<file path="src/rtl/csd_scan_ctrl_pkg.sv">
// Shared types and constants for the CSD scan controller and its datapath.
package csd_pkg;

   // Controller sequencing states.
   typedef enum logic [2:0] {
      IDLE = 3'd0,
      INIT = 3'd1,
      READ = 3'd2,
      EVAL = 3'd3,
      FIN  = 3'd4
   } csd_state_t;

   // Digit memory geometry and the value being counted.
   localparam int         CSD_DEPTH    = 16;
   localparam int         CSD_LAST_IDX = 15;
   localparam logic [7:0] CSD_ONE      = 8'h01;

endpackage

</file>
<file path="src/rtl/csd_scan_ctrl_if.sv">
// Control/status bundle between the scan controller and the CSD datapath.
//
// Strobe semantics: every control strobe is a single-cycle, level-sampled
// command that the datapath acts on at the next rising clock edge whenever it
// is high; there is no back-pressure, so the datapath must accept every strobe.
// Zi and Zcsd are level status flags produced by the datapath and sampled by
// the controller on the same rising edge.
interface csd_scan_ctrl_if;

   logic start;    // 0: host address drives memory, 1: index i drives memory
   logic weCsd;    // memory write enable
   logic reCsd;    // memory read enable (dataOut valid one cycle later)
   logic Load;     // clear index counter i
   logic enable;   // increment index counter i
   logic loadCnt;  // clear hit counter cnti
   logic enCnt;    // increment hit counter cnti
   logic Zi;       // high while i < last index
   logic Zcsd;     // high when dataOut equals the counted value

   // Controller side.
   modport master (
      output start, weCsd, reCsd, Load, enable, loadCnt, enCnt,
      input  Zi, Zcsd
   );

   // Datapath side.
   modport slave (
      input  start, weCsd, reCsd, Load, enable, loadCnt, enCnt,
      output Zi, Zcsd
   );

endinterface

</file>
<file path="src/rtl/csd_scan_ctrl.sv">
// Scan controller: lends the digit memory to the host while idle, then on a
// go request walks all entries through the datapath and counts 8'h01 hits.
module csd_scan_ctrl
   import csd_pkg::*;
#(
   parameter int CNT_W = 5
) (
   input  logic               clk,
   input  logic               reset,      // asynchronous, active low
   input  logic               go,
   input  logic               abort,
   input  logic               host_we,
   csd_scan_ctrl_if.master    dp,
   output logic               busy,
   output logic               done,
   output logic               aborted,
   output logic [CNT_W-1:0]   hit_count,
   output csd_state_t         dbg_state
);

   localparam logic [CNT_W-1:0] HIT_MAX = CNT_W'(CSD_DEPTH);
   localparam logic [CNT_W-1:0] HIT_ONE = CNT_W'(1);

   csd_state_t       state_q, state_d;
   logic [CNT_W-1:0] hit_q, hit_d;
   logic             aborted_q, aborted_d;
   logic             cancel;

   // Abort is honoured only in the scanning states; FIN always completes.
   assign cancel = abort && (state_q == INIT || state_q == READ || state_q == EVAL);

   // Next-state selection and abort pulse request.
   always_comb begin
      state_d   = state_q;
      aborted_d = 1'b0;
      case (state_q)
         IDLE: if (go) state_d = INIT;
         INIT: state_d = READ;
         READ: state_d = EVAL;
         EVAL: state_d = dp.Zi ? READ : FIN;
         FIN:  state_d = IDLE;
         default: state_d = IDLE;
      endcase
      if (cancel) begin
         state_d   = IDLE;
         aborted_d = 1'b1;
      end
   end

   // Hit counter: cleared on scan start, bumped on a matching entry, saturating.
   always_comb begin
      hit_d = hit_q;
      if (state_q == INIT) begin
         hit_d = '0;
      end else if (state_q == EVAL && dp.Zcsd && !abort && hit_q < HIT_MAX) begin
         hit_d = hit_q + HIT_ONE;
      end
   end

   // State, hit count and abort pulse registers.
   always_ff @(posedge clk or negedge reset) begin
      if (!reset) begin
         state_q   <= IDLE;
         hit_q     <= '0;
         aborted_q <= 1'b0;
      end else begin
         state_q   <= state_d;
         hit_q     <= hit_d;
         aborted_q <= aborted_d;
      end
   end

   // Output decode: Moore strobes per state, plus the qualified EVAL strobes
   // and the host write pass-through in IDLE (held off while reset is low).
   always_comb begin
      dp.start   = 1'b0;
      dp.weCsd   = 1'b0;
      dp.reCsd   = 1'b0;
      dp.Load    = 1'b0;
      dp.enable  = 1'b0;
      dp.loadCnt = 1'b0;
      dp.enCnt   = 1'b0;
      done       = 1'b0;
      case (state_q)
         IDLE: dp.weCsd = host_we && reset;
         INIT: begin
            dp.start   = 1'b1;
            dp.Load    = 1'b1;
            dp.loadCnt = 1'b1;
         end
         READ: begin
            dp.start = 1'b1;
            dp.reCsd = 1'b1;
         end
         EVAL: begin
            dp.start  = 1'b1;
            dp.enable = dp.Zi && !abort;
            dp.enCnt  = dp.Zcsd && !abort;
         end
         FIN: begin
            dp.start = 1'b1;
            done     = 1'b1;
         end
         default: ;
      endcase
   end

   assign busy      = (state_q != IDLE);
   assign aborted   = aborted_q;
   assign hit_count = hit_q;
   assign dbg_state = state_q;

   // The hit count can never exceed the number of memory entries.
   hit_count_bounded: assert property (@(posedge clk) disable iff (!reset)
      hit_q <= HIT_MAX);

endmodule

</file>
<file path="src/flat_wrapper.sv">
// flat-port wrapper written by rule: the top's interface ports become plain ports
module csd_scan_ctrl_flat import csd_pkg::*;
#(
   parameter int CNT_W = 5
)
  (clk, reset, go, abort, host_we, busy, done, aborted, hit_count, dbg_state, dp_start, dp_weCsd, dp_reCsd, dp_Load, dp_enable, dp_loadCnt, dp_enCnt, dp_Zi, dp_Zcsd);
  csd_scan_ctrl_if dp_i ();
  input  logic clk;
  input  logic reset;
  input  logic go;
  input  logic abort;
  input  logic host_we;
  output logic busy;
  output logic done;
  output logic aborted;
  output logic [CNT_W-1:0] hit_count;
  output csd_state_t dbg_state;
  output wire logic [$bits(dp_i.start)-1:0] dp_start;
  output wire logic [$bits(dp_i.weCsd)-1:0] dp_weCsd;
  output wire logic [$bits(dp_i.reCsd)-1:0] dp_reCsd;
  output wire logic [$bits(dp_i.Load)-1:0] dp_Load;
  output wire logic [$bits(dp_i.enable)-1:0] dp_enable;
  output wire logic [$bits(dp_i.loadCnt)-1:0] dp_loadCnt;
  output wire logic [$bits(dp_i.enCnt)-1:0] dp_enCnt;
  input wire logic [$bits(dp_i.Zi)-1:0] dp_Zi;
  input wire logic [$bits(dp_i.Zcsd)-1:0] dp_Zcsd;
  assign dp_start = dp_i.start;
  assign dp_weCsd = dp_i.weCsd;
  assign dp_reCsd = dp_i.reCsd;
  assign dp_Load = dp_i.Load;
  assign dp_enable = dp_i.enable;
  assign dp_loadCnt = dp_i.loadCnt;
  assign dp_enCnt = dp_i.enCnt;
  assign dp_i.Zi = dp_Zi;
  assign dp_i.Zcsd = dp_Zcsd;
  csd_scan_ctrl #(.CNT_W(CNT_W)) u_core (.clk(clk), .reset(reset), .go(go), .abort(abort), .host_we(host_we), .dp(dp_i), .busy(busy), .done(done), .aborted(aborted), .hit_count(hit_count), .dbg_state(dbg_state));
endmodule
</file>
<file path="config.mk">
export PLATFORM = sky130hd
export DESIGN_NAME = csd_scan_ctrl_flat
export DESIGN_NICKNAME = d
export VERILOG_FILES = /design/src/rtl/csd_scan_ctrl_pkg.sv /design/src/rtl/csd_scan_ctrl_if.sv /design/src/rtl/csd_scan_ctrl.sv /design/src/flat_wrapper.sv
export SDC_FILE = /design/constraint.sdc
export NUM_CORES = 1
export LEC_CHECK = 0
export BUFFER_PORTS_ARGS = -buffer_cell sky130_fd_sc_hd__buf_2
export CAP_MARGIN = 0
export CORE_AREA = 10 10 47 49
export CTS_CLUSTER_DIAMETER = 200
export DETAILED_ROUTE_END_ITERATION = 7
export DIE_AREA = 0 0 57 59
export GPL_TIMING_DRIVEN = 0
export HOLD_SLACK_MARGIN = 0.08
export PLACE_DENSITY = 0.68
export SYNTH_ARGS = -nofsm -noshare
export SYNTH_HDL_FRONTEND = slang
export SYNTH_SLANG_ARGS = --single-unit
</file>
<file path="constraint.sdc">
create_clock -name clk -period 2.1 [get_ports clk]
set_clock_uncertainty 0.15 [all_clocks]
set_input_delay 0.21 -clock clk [delete_from_list [all_inputs] [get_ports clk]]
set_output_delay 0.21 -clock clk [all_outputs]
set_load 0.1 [all_outputs]
</file>
==> flow_metrics.env <==
export IMPL_status="completed"
export IMPL_fin_cells=99
export IMPL_relSlewSlack=0.671
export IMPL_period_needed_ns=2.04
export IMPL_fp_dieW_um=57
export IMPL_coreArea_um2=1400
export IMPL_synth_area_um2=504
export IMPL_cts_buffers=3
export IMPL_max_cap_violations=0
export IMPL_clock_latency_ns=0.26
export IMPL_grt_pass1_wl_mm=2.52
export IMPL_grt_pass1_vias=513
export IMPL_comb_power_share=0.553
export IMPL_drive_gt1_frac=0.518
export IMPL_p_int_uw=371
export IMPL_synth_seq_area_share=0.447
export IMPL_finalCritPeriodShare=0.969
export IMPL_drc=0
export IMPL_crit_path_end_kind="primary output"
export IMPL_synth_seq_cells=9
export IMPL_syn_to_final_growth_pct=62.8
export IMPL_total_power_uw=791
export IMPL_syn_inst=50
export IMPL_start_util=0.360
export IMPL_dieArea_um2=3360
export IMPL_globalRouteTotalUtil=0.0960
export IMPL_die_h_um=59
export IMPL_drtAntennaViolNets=0
export IMPL_grt_busiest_layer="met2"
export IMPL_routed_wl_mm=1.49
export IMPL_worst_pin_slew_ns=0.498
export IMPL_p_seq_frac=0.271
export IMPL_layout_setup_ws_ns=0.0649
export IMPL_drt_pass1_iterations=3
export IMPL_cp_max_fo=10
export IMPL_required_ns=1.74
export IMPL_criticalPathCategory="flip-flop to primary output"
export IMPL_crit_arrival_ns=1.68
export IMPL_post_place_cells=90
export IMPL_num_vias=479
export IMPL_vias_per_cell=4.84
export IMPL_cts_htree_levels=1
export IMPL_syn_nets=58
export IMPL_clock_path_buffers=2
export IMPL_dp_hpwl_mm=1.08
export IMPL_fmax_ghz=0.491
export IMPL_avgRoutedWirePerCell_um=15.0
export IMPL_slew_violations=0
export IMPL_rsz0062_at_grt="false"
export IMPL_clk_pin_slew_ns=0.06
export IMPL_avgSynthCellArea_um2=10.1
export IMPL_use_met1=0.0917
export IMPL_ys_types=25
export IMPL_row_count=14
export IMPL_dp_slack_ns=0.203
export IMPL_synth_warnings=0
export IMPL_finalHoldViolCount=0
export IMPL_globalRouteOverflowTotal=0
export IMPL_place_gp_congestion=0.803
export IMPL_clock_sinks=9
export IMPL_fin_nets=92
export IMPL_setup_viol=0
export IMPL_peakVddDrop_v=0.000587
export IMPL_p_switching_uw=420
export IMPL_critPathLaunchType="flip-flop"
export IMPL_grt_use_met2=0.169
export IMPL_clock_root_buffer="clkbuf_4"
export IMPL_io_pins=25
export IMPL_clkPwrFrac=0.175
export IMPL_final_util=0.586
export IMPL_hp_class="primary input to flip-flop"
export IMPL_leakagePower_uw=0.000399
export IMPL_fill_cells=136
export IMPL_antenna_found_initial=0
export IMPL_crit_chain="buf_8 > and4bb_2 > and2_2 > buf_4"
export IMPL_cts_tree="done"
export IMPL_p_per_area_nw_per_um2=964
export IMPL_use_met3=0.0300
export IMPL_swShare=0.531
export IMPL_drtIter0Drc=5
export IMPL_critPathMaxStageDelay_ns=0.48
export IMPL_n_antenna_cell=0
export IMPL_grt_max_degree=11
export IMPL_port_buffers=24
export IMPL_cp_slowest_cell="dfrtp_4"
## synth_stat cells
library cell	count	area [um2]
inv_1	1	3.75
or3_1	2	12.5
nand2b_1	3	18.8
nor4_1	1	6.26
a31oi_1	1	6.26
mux2i_1	3	30.0
nor3b_1	1	7.51
buf_4	1	7.51
ha_1	1	12.5
nand4bb_4	1	27.5
dfrtp_1	9	225
xnor2_1	1	8.76
o21ai_1	1	5.00
and4bb_2	1	12.5
nand3_1	3	15.0
buf_2	1	5.00
nor3b_2	1	12.5
nor2b_1	1	6.26
a21oi_1	2	10.0
o21ai_0	1	5.00
nand2_1	2	7.51
and3_1	1	6.26
nor3_1	3	15.0
nor2_1	5	18.8
and2_1	3	18.8
## critical path: cells and delay by family (launching register included)
family,cells,cell delay (ns)
buffers and inverters,2,0.43
DFF,1,0.48
and+or+nand+nor,2,0.49
## per-stage QoR
step | area [um2] | hold WS, ns | setup TNS, ns
detailed placement | 717 | -0.0711 | 0
floorplan | 577 | -0.236 | -1.39
global placement | 717 | -0.0710 | 0
CTS | 796 | 0.0905 | 0
finish | 821 | 0.0951 | 0
global route | 821 | 0.142 | 0
## logic make-up (layout without fill, tap and decap cells)
family                     Yosys count  in the layout  synth area share
xor gates and xnor gates             1              1            0.0174
adders and majority gates            1              1            0.0248
AOI/OAI and AO/OA                    5              5            0.0521
and+or+nand+nor                     28             28             0.367
muxes                                3              3            0.0596
buffers and inverters                3             36            0.0322
DFF                                  9              9             0.447
## state kept, by name (all words and copies together), names as in the netlist
name	flops
u_core.dbg_state	3
u_core.aborted	1
u_core.hit_count	5
## cells in the final DEF, fill, tap and decap left out
master | Yosys | layout
a21oi_1 | 2 | 2
a31oi_1 | 1 | 1
and2_2 | 0 | 3
and3_1 | 1 | 1
and4bb_2 | 1 | 1
buf_12 | 0 | 2
buf_2 | 1 | 17
buf_4 | 1 | 5
buf_8 | 0 | 1
clkbuf_1 | 0 | 1
clkbuf_4 | 0 | 5
dfrtp_1 | 9 | 6
dfrtp_2 | 0 | 1
dfrtp_4 | 0 | 2
dlygate4sd3_1 | 0 | 4
ha_1 | 1 | 1
inv_1 | 1 | 1
mux2i_1 | 3 | 3
nand2_1 | 2 | 2
nand2b_1 | 3 | 3
nand3_1 | 3 | 3
nand4bb_4 | 1 | 1
nor2_1 | 5 | 4
nor2_4 | 0 | 1
nor2b_1 | 1 | 1
nor3_1 | 3 | 3
nor3b_4 | 0 | 2
nor4_1 | 1 | 1
o21ai_0 | 1 | 1
o21ai_1 | 1 | 1
or3_1 | 2 | 1
or3_4 | 0 | 1
xnor2_2 | 0 | 1
## final timing paths
| path | from | endpoint | slack (ns) | depth (start not counted) |
|---|---|---|---|---|
| setup / recovery | u_core.dbg_state[2] | dp_enable | 0.06 | 4 |
| hold / removal | go | u_core.dbg_state[0] | 0.1 | 3 |
| setup reg to reg | u_core.dbg_state[2] | u_core.hit_count[0] | 0.50 | 4 |
| hold reg to reg | u_core.hit_count[3] | u_core.hit_count[3] | 0.35 | 1 |
| max in group asynchronous | reset | u_core.dbg_state[0] | 1.40 | 2 |
| min in group asynchronous | reset | u_core.dbg_state[2] | 0.19 | 2 |
## what timing repair did
| action | CTS | global route |
|---|---|---|
| endpoints found under the setup margin | 5 | 3 |
| pin swaps | 0 | 1 |
| resized for setup | 5 | 2 |
| hold buffers | 4 | 0 |
| setup buffers | 0 | 1 |
| endpoints found under the hold margin | 13 | 0 |
| gates cloned | 0 | 0 |
## layout make-up
class / instances / area, um2 / area share
Multi-Input combinational cell: 38 / 304 / 0.370
Sequential cell: 9 / 234 / 0.285
Timing Repair Buffer: 29 / 198 / 0.241
Buffer: 2 / 35.0 / 0.0427
Clock buffer: 4 / 26.3 / 0.0320
Tap cell: 16 / 20.0 / 0.0244
Inverter: 1 / 3.75 / 0.00457
## power by group through the flow
stage | clock, uW | combinational, uW | sequential (uW)
3_3_place_gp | 0 | 406 | 217
4_1_cts | 143 | 422 | 215
2_1_floorplan | 0 | 263 | 304
6_report | 139 | 438 | 215
3_5_place_dp | 0 | 409 | 218
5_1_grt | 149 | 453 | 219
## metal layers
layer,wire length (um),up-vias
met1,553,220
met3,54,6
met4,49,0
li1,-,242
met2,830,11
met5,0,-
Note: power is estimated with default switching activity, not from simulation.
